[src/rtl/aes_pkg.sv]
// Shared AES-128 types and helpers for the round controller, key schedule and
// MixColumns datapath.
package aes_pkg;

  typedef enum logic [1:0] {
    IDLE  = 2'd0,
    INIT  = 2'd1,
    ROUND = 2'd2,
    DONE  = 2'd3
  } ctrl_state_t;

  localparam int         AES128_ROUNDS = 10;
  localparam logic [7:0] RCON_INIT     = 8'h01;

  // Multiply by x in GF(2^8) modulo the AES polynomial x^8+x^4+x^3+x+1.
  function automatic logic [7:0] xtime(input logic [7:0] b);
    return {b[6:0], 1'b0} ^ (b[7] ? 8'h1B : 8'h00);
  endfunction

endpackage

[src/rtl/aes_rcon_gen.sv]
// Round-constant register for the AES key schedule; reload wins over advance.
module aes_rcon_gen
  import aes_pkg::*;
(
  input  logic       clk,
  input  logic       reset,
  input  logic       reload,
  input  logic       advance,
  output logic [7:0] rcon
);

  logic [7:0] rcon_q;
  logic [7:0] rcon_d;

  always_comb begin
    rcon_d = rcon_q;
    if (reload) begin
      rcon_d = RCON_INIT;
    end else if (advance) begin
      rcon_d = xtime(rcon_q);
    end
  end

  always_ff @(posedge clk or posedge reset) begin
    if (reset) begin
      rcon_q <= RCON_INIT;
    end else begin
      rcon_q <= rcon_d;
    end
  end

  assign rcon = rcon_q;

endmodule

[src/rtl/aes_round_ctrl.sv]
// AES-128 round sequencer: start on falling load, one init strobe, NUM_ROUNDS
// round strobes of CYCLES_PER_ROUND cycles each, then hold done until load rises.
//
// state | meaning
// IDLE  | waiting for falling edge of load; counters held at reload values
// INIT  | init_en: datapath loads plaintext^key and the cipher key
// ROUND | stepping sub-cycles; round_en on the last sub-cycle of each round
// DONE  | ciphertext valid; datapath frozen until load is sampled high
module aes_round_ctrl
  import aes_pkg::*;
#(
  parameter int NUM_ROUNDS       = AES128_ROUNDS,
  parameter int CYCLES_PER_ROUND = 1
) (
  input  logic       clk,
  input  logic       reset,
  input  logic       load,
  output logic       init_en,
  output logic       round_en,
  output logic [2:0] sub_cnt,
  output logic [3:0] round,
  output logic [7:0] rcon,
  output logic       last_round,
  output logic       busy,
  output logic       done
);

  if (NUM_ROUNDS < 1 || NUM_ROUNDS > 15) begin : g_bad_num_rounds
    $error("aes_round_ctrl: NUM_ROUNDS must be 1..15");
  end
  if (CYCLES_PER_ROUND < 1 || CYCLES_PER_ROUND > 8) begin : g_bad_cycles
    $error("aes_round_ctrl: CYCLES_PER_ROUND must be 1..8");
  end

  localparam logic [2:0] SUB_LAST   = 3'(CYCLES_PER_ROUND - 1);
  localparam logic [3:0] ROUND_LAST = 4'(NUM_ROUNDS);

  ctrl_state_t state_q, state_d;
  logic        load_q, load_d;
  logic [3:0]  round_q, round_d;
  logic [2:0]  sub_cnt_q, sub_cnt_d;
  logic        rcon_reload;
  logic        rcon_advance;
  logic        start;
  logic        round_end;
  logic        final_round;

  assign start       = load_q & ~load;
  assign round_end   = (state_q == ROUND) && (sub_cnt_q == SUB_LAST);
  assign final_round = (round_q == ROUND_LAST);

  always_ff @(posedge clk or posedge reset) begin
    if (reset) begin
      state_q   <= IDLE;
      load_q    <= 1'b0;
      round_q   <= 4'd0;
      sub_cnt_q <= 3'd0;
    end else begin
      state_q   <= state_d;
      load_q    <= load_d;
      round_q   <= round_d;
      sub_cnt_q <= sub_cnt_d;
    end
  end

  always_comb begin
    state_d      = state_q;
    load_d       = load;
    round_d      = round_q;
    sub_cnt_d    = sub_cnt_q;
    rcon_reload  = 1'b0;
    rcon_advance = 1'b0;
    unique case (state_q)
      IDLE: begin
        round_d     = 4'd0;
        sub_cnt_d   = 3'd0;
        rcon_reload = 1'b1;
        if (start) state_d = INIT;
      end
      INIT: begin
        if (load) begin
          state_d     = IDLE;
          round_d     = 4'd0;
          sub_cnt_d   = 3'd0;
          rcon_reload = 1'b1;
        end else begin
          state_d   = ROUND;
          round_d   = 4'd1;
          sub_cnt_d = 3'd0;
        end
      end
      ROUND: begin
        // A rising load aborts even on a round-end cycle; counters reload.
        if (load) begin
          state_d     = IDLE;
          round_d     = 4'd0;
          sub_cnt_d   = 3'd0;
          rcon_reload = 1'b1;
        end else if (round_end) begin
          sub_cnt_d = 3'd0;
          if (final_round) begin
            state_d = DONE;
          end else begin
            round_d      = round_q + 4'd1;
            rcon_advance = 1'b1;
          end
        end else begin
          sub_cnt_d = sub_cnt_q + 3'd1;
        end
      end
      DONE: begin
        if (load) begin
          state_d     = IDLE;
          round_d     = 4'd0;
          sub_cnt_d   = 3'd0;
          rcon_reload = 1'b1;
        end
      end
      default: begin
        state_d     = IDLE;
        round_d     = 4'd0;
        sub_cnt_d   = 3'd0;
        rcon_reload = 1'b1;
      end
    endcase
  end

  always_comb begin
    init_en    = (state_q == INIT);
    round_en   = round_end;
    last_round = (state_q == ROUND) && final_round;
    busy       = (state_q == INIT) || (state_q == ROUND);
    done       = (state_q == DONE);
    round      = round_q;
    sub_cnt    = sub_cnt_q;
  end

  aes_rcon_gen u_rcon_gen (
    .clk     (clk),
    .reset   (reset),
    .reload  (rcon_reload),
    .advance (rcon_advance),
    .rcon    (rcon)
  );

endmodule

[config.mk]
export PLATFORM = sky130hd
export DESIGN_NAME = aes_round_ctrl
export DESIGN_NICKNAME = d
export VERILOG_FILES = /design/src/rtl/aes_pkg.sv /design/src/rtl/aes_rcon_gen.sv /design/src/rtl/aes_round_ctrl.sv
export SDC_FILE = /design/constraint.sdc
export NUM_CORES = 1
export LEC_CHECK = 0
export ABC_CLOCK_PERIOD_IN_PS = 4380
export CAP_MARGIN = 20
export CORE_UTILIZATION = 48
export CTS_CLUSTER_SIZE = 14
export DETAILED_ROUTE_END_ITERATION = 8
export GPL_ROUTABILITY_DRIVEN = 0
export PLACE_DENSITY = 0.76
export SETUP_SLACK_MARGIN = 0.05
export SLEW_MARGIN = 30
export SYNTH_ARGS = -nofsm -noshare
export SYNTH_HDL_FRONTEND = slang
export SYNTH_SLANG_ARGS = --single-unit
[constraint.sdc]
create_clock -name clk -period 4.38 [get_ports clk]
set_input_delay 1.095 -clock clk [delete_from_list [all_inputs] [get_ports clk]]
set_output_delay 1.095 -clock clk [all_outputs]
set_load 0.005 [all_outputs]
### Word level (Yosys, flattened, before mapping)

Cells that the tools add are included.

| cells by class | value |
|---|---|
| eq/ne operators | 9 |
| reduce and logical (&&, ||, !) cells | 10 |
| bitwise gates (word level) | 3 |
| mux-type cells | 26 |
| add/sub/neg operators | 2 |

Operators by type and width:

| operator | number |
|---|---|
| 2-to-1 mux 4 bit | 4 |
| 2-to-1 mux 8 bit | 2 |
| case mux 4 bit (4 select lines) | 1 |
| 2-to-1 mux 2 bit | 6 |
| 2-to-1 mux 3 bit | 3 |
| != test 3 bit, second input constant | 3 |
| case mux 3 bit (3 select lines) | 1 |
| case mux 2 bit (4 select lines) | 1 |
| XOR 8 bit | 1 |
| 2-to-1 mux 1 bit | 6 |
| 2-to-1 mux 5 bit | 1 |
| adder 4 x 1 -> 4 bit, second input constant | 1 |
| == test 2 bit, second input constant | 2 |
| == test 4 bit, second input constant | 1 |
| != test 2 bit, second input constant | 2 |
| AND reduction 4 bit | 1 |
| adder 3 x 1 -> 3 bit, second input constant | 1 |
| logical NOT 3 bit | 1 |
| AND reduction 3 bit | 1 |
| OR reduction 3 bit | 1 |
| == test 2 x 1 -> 1 bit, second input constant | 1 |
| logical AND 1 bit | 2 |
| logical NOT 2 bit | 1 |
| case mux 1 bit (2 select lines) | 1 |
| 5 further kinds | 5 |

| storage, ports and cells | value |
|---|---|
| input bits | 3 |
| logic and storage cells | 55 |
| output and inout bits | 20 |
| bits in registers | 18 |

### Longest topological paths before layout

Gate-level depths: netlist of the first run.

| logic depth | value |
|---|---|
| depth in word-level cells | 7 |
| mapped depth | 7 |
| gate-level depth less buffers | 6 |

### Cells and area by module

From an unflattened synthesis of the first run, not the netlist that was laid out.

| unflattened totals | value |
|---|---|
| cell total of the unflattened synthesis | 101 |
| area total of the unflattened synthesis | 1031.0 um^2 |

By module, submodules not included:

| module | cells each | area each (um^2) | times used |
|---|---|---|---|
| aes_round_ctrl | 70 | 678.2 | 1 |
| aes_rcon_gen | 31 | 352.8 | 1 |

### Worst setup path before layout of the first run

OpenSTA, ideal clock, no wires.

| path | value |
|---|---|
| path type | reg2out |
| start point | register round_q[0] (netlist: round[0]) |
| end point | output last_round |
| data required time | 3285 ps |
| path buffers | 0 |
| cell stages (with the launch flop) | 6 |
| arrival time | 988 ps |
| path slack | 2297 ps |
| cell sequence | dfrtp_1 -> inv_1 -> ha_1 -> nand2_1 -> nor2_1 -> and2_1 |

| on the way | value |
|---|---|
| cells in the longest elaborated chain, start to end | 2 |

Ends and longest elaborated chain:

| what | RTL line | source |
|---|---|---|
| start, declared | aes_round_ctrl.sv:40 | `logic [3:0] round_q, round_d;` |
| start signal, assigned | aes_round_ctrl.sv:61 | `round_q <= round_d;` |
| == test 4 bit | aes_round_ctrl.sv:50 | `assign final_round = (round_q == ROUND_LAST);` |
| logical AND 1 bit | aes_round_ctrl.sv:131 | `last_round = (state_q == ROUND) && final_round;` |
| end, declared | aes_round_ctrl.sv:23 | `output logic last_round,` |

Every way passes these cells.

### Worst setup path after layout of the first run

Same ends and word-level chain as after synthesis.

==> summary.md, run 1 <==
| Metric | Value |
|---|---|
| Status | finished clean |
| Hold slack | 0.559 ns |
| Vias per cell | 5.35 |
| GR Overflow Total | 0 |
| Clock Skews | 0.00430 ns |
| Setup Viol. Count Final | 0 |
| Worst-path fanout max | 5 |
| Gates resized, CTS repair | 0 |
| Final TNS setup | 0 ns |
| Final min period | 3.02 ns |
| Post-synth top area share | 40.7% |
| Synth top cells by count | dfrtp_1, nor2_1, ha_1, inv_1 |
| H-tree levels | 1 |
| Hold Crit Class | reg -> reg |
| Die Ht | 48.7 µm |
| Data arrival time of the worst path | 1.93 ns |
| Clock root buffer | clkbuf_4 |
| Syn Std Cell Area | 1050 µm² |
| Crit end category | output port |
| PwrDens | 389 nW/µm² |
| Drt pass-1 iters | 4 |
| GR Layer Usage met1 | 25.9% |
| Final HPWL DP | 1570 µm |
| Util after Layout | 66.0% |
| Nets | 139 |
| Average size of a mapped cell | 10.2 µm² |
| DR WL/cell | 13.7 µm |
| RSZ-0062 raised after global routing | no |
| First-pass GRT wire length | 3920 µm |
| Vias | 819 |
| Skew-Pair Late Insertion Delay | 0.30 ns |
| Layer with the highest usage | met2 |
| Antenna viol nets, final | 0 |
| Largest net degree at the start of global routing | 19 |
| VDD IR max | 0.230 mV |
| Initial Util | 52.2% |
| Grt met3 use | 4.40% |
| WP data required | 3.28 ns |
| Sequential area share after synthesis | 43.2% |
| DR iter-0 viols | 10 |
| Headroom to the max-slew limit | 54.5% |
| CTS tree | done |
| Synth async-reset ratio | 100% |
| FF+latch count, synth | 18 |
| Clock-pin slew on the worst setup and hold paths | 0.11 ns |
| Met2 usage | 36.1% |
| Gr usage total | 21.6% |
| Max Clk Rate | 0.331 GHz |
| Core Box Area | 2000 µm² |
| Area grow syn2layout | 26.3% |
| Critical Path Start Type | register |
| Ys flop type | dfrtp_1 |
| Total of max-cap violations | 0 |
| Clock Tree Buf Depth | 2 |
| # clock sinks | 18 |
| DRC Markers | 0 |
| Hold Violations, Final | 0 |
| Die X-Extent | 48.7 µm |
| Yosys cell types | 36 |
| Dominant cell type by area after synthesis | dfrtp_1 |
| Layout cells sized above 1 | 10.3% |
| Slew Viols, Final | 0 |
| Pleak | 0.558 nW |
| Final period util | 69.0% |
| Post-synth EDFFs | 0 |
| Worst slew pin tran | 0.682 ns |
| Post CTS Setup Buffer Count | 0 |
| FP Rows | 16 |
| Antenna Diode Count | 0 |
| Number of global-route vias before repair | 849 |
| Synth top area cells | dfrtp_1, ha_1, mux2i_1 |
| Port buffer count | 22 |
| Yosys warnings | 0 |
| Mapped Cells | 103 |
| Total routed wirelength | 2100 µm |
| Top-count cell post-synth | dfrtp_1 |
| Critical path class | reg -> out |
| CTS Buf Count | 3 |
| Mapped Nets | 115 |
| IO Count | 23 |
| Full die area | 2370 µm² |
| Initial antenna violation count | 0 |
| # hold bufs at CTS | 0 |
[state kept, by name (all words and copies together) (netlist names)]
signal           count
load_q               1
sub_cnt              3
round                4
u_rcon_gen.rcon      8
state_q              2
[metrics by stage]
| step | area (µm²) | total power (W) | setup slack (ns) | instances |
|---|---|---|---|---|
| 6_report | 1320 | 0.000514 | 1.36 | 153 |
| 5_1_grt | 1320 | 0.000553 | 1.27 | 153 |
| 4_1_cts | 1320 | 0.000520 | 1.34 | 153 |
| 3_5_place_dp | 1280 | 0.000412 | 1.65 | 149 |
| 3_3_place_gp | 1280 | 0.000404 | 1.72 | 149 |
| 2_1_floorplan | 1050 | 0.000328 | 2.30 | 103 |
[cell families after synthesis]
kind of cell / Yosys count / share of synthesized area [%]
mux: 7 / 6.82
simple gates: 36 / 18.3
compound gates: 19 / 13.6
buf+inv: 10 / 3.95
fa+ha+maj: 9 / 10.8
flops: 18 / 43.2
xor+xnor: 4 / 3.35
[layout by cell type (no fill, tap or decap), types with 3 or more instances in the layout]
| master | n |
|---|---|
| a21oi_1 | 4 |
| inv_1 | 7 |
| clkbuf_4 | 3 |
| nand2_1 | 6 |
| a211oi_1 | 3 |
| nor2_1 | 13 |
| xnor2_1 | 4 |
| clkdlybuf4s50_1 | 22 |
| mux2i_1 | 6 |
| ha_1 | 9 |
| dfrtp_1 | 17 |
[metal layers]
layer / vias to the layer above / part of all wire [%]
li1: 394 / -
met1: 394 / 45
met2: 27 / 49
met3: 4 / 4.3
met4: 0 / 1.6
met5: - / 0
[final cells by class]
cell class | instances | area, µm²
Tap cell | 27 | 33.8
Inverter | 7 | 26.3
Timing Repair Buffer | 22 | 220
Clock buffer | 4 | 36.3
Fill cell | 174 | 681
Sequential cell | 18 | 452
Multi-Input combinational cell | 75 | 553
[power by group]
part / switching (W) / leakage [nW] / internal, W
combinational: 0.000106 / 0.295 / 0.000101
clock: 0.0000544 / 0.0210 / 0.0000507
sequential: 0.0000175 / 0.242 / 0.000185
total: 0.000178 / 0.558 / 0.000337
[final timing paths]
| check | start | end | slack (ns) | cells past startpoint |
|---|---|---|---|---|
| min reg2reg | u_rcon_gen.rcon[5] | u_rcon_gen.rcon[5] | 0.56 | 2 |
| min in group asynchronous | reset | load_q | 1.18 | 2 |
| max reg2reg | state_q[0] | round[2] | 2.42 | 6 |
| max in group asynchronous | reset | u_rcon_gen.rcon[2] | 2.77 | 2 |
| min | u_rcon_gen.rcon[5] | u_rcon_gen.rcon[5] | 0.56 | 2 |
| max | round[0] | last_round | 1.36 | 6 |
[worst max-delay path, cell delays in order, from the launching register on]
cell,delay [ns]
dfrtp_1,0.43
inv_1,0.10
ha_1,0.21
nand2_1,0.07
nor2_1,0.16
and2_1,0.16
clkdlybuf4s50_1,0.50
Power figures use the tool's default switching activity.
==> run 2, diff against run 1 <==
--- a/config.mk
+++ b/config.mk
@@ -5,13 +5,13 @@
 export SDC_FILE = /design/constraint.sdc
 export NUM_CORES = 1
 export LEC_CHECK = 0
-export ABC_CLOCK_PERIOD_IN_PS = 4380
+export ABC_CLOCK_PERIOD_IN_PS = 2670
 export CAP_MARGIN = 20
-export CORE_UTILIZATION = 48
+export CORE_UTILIZATION = 44
 export CTS_CLUSTER_SIZE = 14
 export DETAILED_ROUTE_END_ITERATION = 8
 export GPL_ROUTABILITY_DRIVEN = 0
-export PLACE_DENSITY = 0.76
+export PLACE_DENSITY = 0.74
 export SETUP_SLACK_MARGIN = 0.05
 export SLEW_MARGIN = 30
 export SYNTH_ARGS = -nofsm -noshare
==> constraint.sdc (replaced) <==
create_clock -name clk -period 2.67 [get_ports clk]
set_input_delay 0.6675 -clock clk [delete_from_list [all_inputs] [get_ports clk]]
set_output_delay 0.6675 -clock clk [all_outputs]
set_load 0.005 [all_outputs]
==> summary.md, run 2 (synthesized netlist as in run 1, its figures left out) <==
| Metric | Value |
|---|---|
| Status | finished clean |
| Final TNS setup | 0 ns |
| Largest net degree at the start of global routing | 19 |
| Final HPWL DP | 1520 µm |
| Die Ht | 50.8 µm |
| DR WL/cell | 12.7 µm |
| Placed cell area | 1290 µm² |
| Die X-Extent | 50.8 µm |
| Initial Util | 46.8% |
| Clock Skews | 0.00273 ns |
| Drt pass-1 iters | 4 |
| # hold bufs at CTS | 0 |
| Max Clk Rate | 0.400 GHz |
| Clock root buffer | clkbuf_4 |
| Setup Viol. Count Final | 0 |
| Post-place setup slack | 0.380 ns |
| Antenna viol nets, final | 0 |
| Max reg flops | 8 |
| Post-route cell area | 1350 µm² |
| RSZ-0062 raised after global routing | no |
| CP top delay family | buffers and inverters |
| Vias | 812 |
| DRC Markers | 0 |
| Gr usage total | 18.0% |
| Commonest non-fill, non-tap cell in the layout | clkdlybuf4s50_1 |
| Clock Tree Buf Depth | 2 |
| Core Box Area | 2230 µm² |
| WP data required | 2.00 ns |
| Nets | 141 |
| Layout cells sized above 1 | 14.1% |
| Initial antenna violation count | 0 |
| DR iter-0 viols | 16 |
| Net switching power of the design | 0.000277 W |
| Total of max-cap violations | 0 |
| CTS Buf Count | 3 |
| Clock-pin slew on the worst setup and hold paths | 0.10 ns |
| Skew-Pair Late Insertion Delay | 0.29 ns |
| Logic pwr share | 40.6% |
| CTS tree | done |
| Crit end category | output port |
| H-tree levels | 1 |
| CP bufs+invs | 2 |
| Vias per cell | 5.21 |
| Slowest stage cell, crit path | clkdlybuf4s50_1 |
| Sw Share | 33.1% |
| Commonest non-fill, non-tap cells in the layout | clkdlybuf4s50_1, dfrtp_1, nor2_1, inv_1, ha_1 |
| IO Count | 23 |
| PwrDens | 622 nW/µm² |
| Pleak | 0.564 nW |
| Critical Path Start Type | register |
| Setup WS post-layout | 0.168 ns |
| Slew Viols, Final | 0 |
| FP Rows | 17 |
| Area grow syn2layout | 28.6% |
| Final min period | 2.50 ns |
| Headroom to the max-slew limit | 55.3% |
| Total routed wirelength | 1980 µm |
| Crit-path max cell delay | 0.50 ns |
| Hold Violations, Final | 0 |
| Hold Crit Class | reg -> reg |
| Internal power | 0.000560 W |
| Full die area | 2580 µm² |
| Antenna Diode Count | 0 |
| Port buffer count | 22 |
| Hold slack | 0.567 ns |
| GR Overflow Total | 0 |
| VDD IR max | 0.474 mV |
| Clock power frac | 20.0% |
| Crit-path cells | inv_1 > ha_2 > nand2_1 > nor2_2 > and2_1 > clkdlybuf4s50_1 |
| Final period util | 93.7% |
| Critical path class | reg -> out |
| Number of global-route vias before repair | 774 |
| Sequential share of power | 39.4% |
| Worst-path fanout max | 4 |
| First-pass GRT wire length | 3450 µm |
| Worst slew pin tran | 0.669 ns |
| Data arrival time of the worst path | 1.83 ns |
| # clock sinks | 18 |
-- run 2: metal layers --
layer / up-vias / part of all wire, % / GRT usage, % / wire length (µm)
li1: 401 / - / - / -
met1: 381 / 46 / 23.6 / 900
met2: 27 / 48 / 30.4 / 941
met3: 3 / 5.8 / 2.73 / 115
met4: 0 / 1.0 / 5.56 / 20
met5: - / 0 / 0 / 0
-- run 2: layout make-up --
cell class / count / area, µm²
Timing Repair Buffer: 24 / 235
Sequential cell: 18 / 452
Tap cell: 28 / 35.0
Fill cell: 205 / 888
Inverter: 7 / 26.3
Multi-Input combinational cell: 75 / 561
Clock buffer: 4 / 36.3
-- run 2: timing repair --
| item | in CTS | in global routing |
|---|---|---|
| endpoints found under the setup margin | 0 | 1 |
| setup buffers | 0 | 2 |
| hold endpoints to repair | 0 | 0 |
| resized for setup | 0 | 3 |
-- run 2: path summary, 6_finish.rpt --
kind,cells past startpoint,slack (ns),start,end
min in group asynchronous,2,0.76,reset,u_rcon_gen.rcon[3]
worst min-delay path,2,0.57,u_rcon_gen.rcon[6],u_rcon_gen.rcon[6]
worst min register to register,2,0.57,u_rcon_gen.rcon[6],u_rcon_gen.rcon[6]
worst max register to register,6,0.89,state_q[0],round[2]
max in group asynchronous,2,1.49,reset,u_rcon_gen.rcon[2]
worst max-delay path,6,0.17,round[0],last_round
-- run 2: worst min-delay path, stage by stage, from the launching register on --
cell and delay (ns):
dfrtp_1 0.38, mux2i_1 0.08, nor2_1 0.08
-- run 2: through the flow --
step	std cells	power, W	util (%)
6_report	156	0.000837	60.2
2_1_floorplan	103	0.000538	-
5_1_grt	156	0.000900	60.2
3_5_place_dp	150	0.000662	57.6
4_1_cts	154	0.000834	59.2
3_3_place_gp	150	0.000661	57.6
-- run 2: power groups by stage --
stage                     Clock (W)  Combinational, W  Sequential, W
after floorplan                   0          0.000206       0.000333
final                      0.000167          0.000340       0.000330
after global routing       0.000189          0.000377       0.000334
after global placement            0          0.000326       0.000335
after CTS                  0.000174          0.000329       0.000331
after detailed placement          0          0.000327       0.000336
==> run 3, diff against run 2 <==
--- a/config.mk
+++ b/config.mk
@@ -7,11 +7,10 @@
 export LEC_CHECK = 0
 export ABC_CLOCK_PERIOD_IN_PS = 2670
 export CAP_MARGIN = 20
-export CORE_UTILIZATION = 44
+export CORE_UTILIZATION = 35
 export CTS_CLUSTER_SIZE = 14
 export DETAILED_ROUTE_END_ITERATION = 8
 export GPL_ROUTABILITY_DRIVEN = 0
-export PLACE_DENSITY = 0.74
 export SETUP_SLACK_MARGIN = 0.05
 export SLEW_MARGIN = 30
 export SYNTH_ARGS = -nofsm -noshare
==> summary.md, run 3 (synthesized netlist as in run 1, its figures left out) <==
| Metric | Value |
|---|---|
| Status | finished, violations left |
| Failing checks | DRC |
| Net switching power of the design | 0.000291 W |
| WP data required | 2.00 ns |
| DR iter-0 viols | 46 |
| Vias | 801 |
| Hold slack | 0.559 ns |
| Headroom to the max-slew limit | 52.7% |
| Area grow syn2layout | 29.2% |
| Total of max-cap violations | 0 |
| Hold Crit Class | reg -> reg |
| Final HPWL DP | 1540 µm |
| IO Count | 23 |
| Commonest non-fill, non-tap cells in the layout | clkdlybuf4s50_1, dfrtp_1, nor2_1, ha_1 |
| Initial antenna violation count | 0 |
| Port buffer count | 22 |
| Antenna Diode Count | 0 |
| Initial Util | 37.3% |
| GR Overflow Total | 0 |
| Setup WS post-layout | 0.220 ns |
| Critical Path Start Type | register |
| Crit end category | output port |
| Die X-Extent | 56.7 µm |
| Full die area | 3210 µm² |
| Clock Skews | 0.00873 ns |
| Final period util | 91.8% |
| First-pass GRT wire length | 3570 µm |
| Vias per cell | 5.04 |
| FP Rows | 19 |
| Core Box Area | 2810 µm² |
| Clock Tree Buf Depth | 2 |
| Internal power | 0.000562 W |
| Met1 wire length | 1010 µm |
| Max reg flops | 8 |
| # clock sinks | 18 |
| Die Ht | 56.7 µm |
| Post-route cell area | 1350 µm² |
| Hold Violations, Final | 0 |
| Highest metal used | met4 |
| Sw Share | 34.1% |
| Placed cell area | 1290 µm² |
| Final min period | 2.45 ns |
| Final TNS setup | 0 ns |
| Commonest non-fill, non-tap cell in the layout | clkdlybuf4s50_1 |
| Nets | 141 |
| Worst hold path depth | 2 |
| Drt pass-1 iters | 6 |
| Total routed wirelength | 2070 µm |
| Worst-path fanout max | 9 |
| DR WL/cell | 13.0 µm |
| Critical path class | reg -> out |
| Skew-Pair Late Insertion Delay | 0.30 ns |
| Clock power frac | 20.5% |
| Clock root buffer | clkbuf_4 |
| CTS tree | done |
| Logic pwr share | 40.9% |
| VDD IR max | 0.318 mV |
| Fill cells | 274 |
| Largest net degree at the start of global routing | 19 |
| Clock-pin slew on the worst setup and hold paths | 0.11 ns |
| Sequential share of power | 38.7% |
| Met3 Wirelength | 101 µm |
| Worst slew pin tran | 0.709 ns |
| Slew Viols, Final | 0 |
| Antenna viol nets, final | 0 |
| FF-to-FF path depth | 5 |
| Number of global-route vias before repair | 752 |
| Gr usage total | 14.6% |
| # hold bufs at CTS | 0 |
| H-tree levels | 1 |
| DR WL met2 | 946 µm |
| DRC Markers | 4 |
| Pleak | 0.582 nW |
| Post-place setup slack | 0.370 ns |
| Max Clk Rate | 0.408 GHz |
| PwrDens | 631 nW/µm² |
| Setup Viol. Count Final | 0 |
| Layout cells sized above 1 | 14.8% |
| Data arrival time of the worst path | 1.78 ns |
| RSZ-0062 raised after global routing | no |
| CTS Buf Count | 3 |
## run 3: layout make-up
cell class	instances	area, µm²	share of cell area [%]
multi-input combinational	75	561	41.5
clock buffer	4	36.3	2.69
timing repair buffer	24	238	17.6
sequential	18	452	33.4
inverter	7	26.3	1.94
tap	31	38.8	2.87
## run 3: what timing repair did
action,4_1_cts,5_1_grt
endpoints found under the setup margin,0,2
buffers inserted,0,2
gates resized for setup,0,5
## run 3: layer usage
metal | track usage [%] | vias to the layer above
met3 | 4.84 | 2
met1 | 20.0 | 373
met5 | 0 | -
li1 | - | 401
met2 | 22.4 | 25
met4 | 3.21 | 0
## run 3: worst paths after layout
| path | startpoint | endpoint | slack [ns] |
|---|---|---|---|
| setup / recovery | state_q[0] | round_en | 0.22 |
| hold / removal | u_rcon_gen.rcon[5] | u_rcon_gen.rcon[6] | 0.56 |
| setup reg to reg | state_q[0] | u_rcon_gen.rcon[0] | 0.88 |
| hold reg to reg | u_rcon_gen.rcon[5] | u_rcon_gen.rcon[6] | 0.56 |
| max in group asynchronous | reset | u_rcon_gen.rcon[4] | 1.45 |
| min in group asynchronous | reset | round[3] | 0.77 |
## run 3: worst max-delay path, cell delays in order, from the launching register on
cell             delay [ns]
dfrtp_1                0.42
inv_1                  0.14
ha_2                   0.29
and2_1                 0.15
clkdlybuf4s50_1        0.49
## run 3: per-stage QoR
stage / util (%) / std cells / total power (W)
floorplan: - / 103 / 0.000538
finish: 48.2 / 159 / 0.000853
global placement: 46.0 / 153 / 0.000665
global route: 48.2 / 159 / 0.000909
detailed placement: 46.0 / 153 / 0.000670
CTS: 47.3 / 157 / 0.000847
## run 3: power by group through the flow
stage               clock (W)  combinational (W)  sequential, W
global route         0.000190           0.000384       0.000335
finish               0.000174           0.000348       0.000330
detailed placement          0           0.000334       0.000335
global placement            0           0.000330       0.000335
floorplan                   0           0.000206       0.000333
CTS                  0.000181           0.000335       0.000330
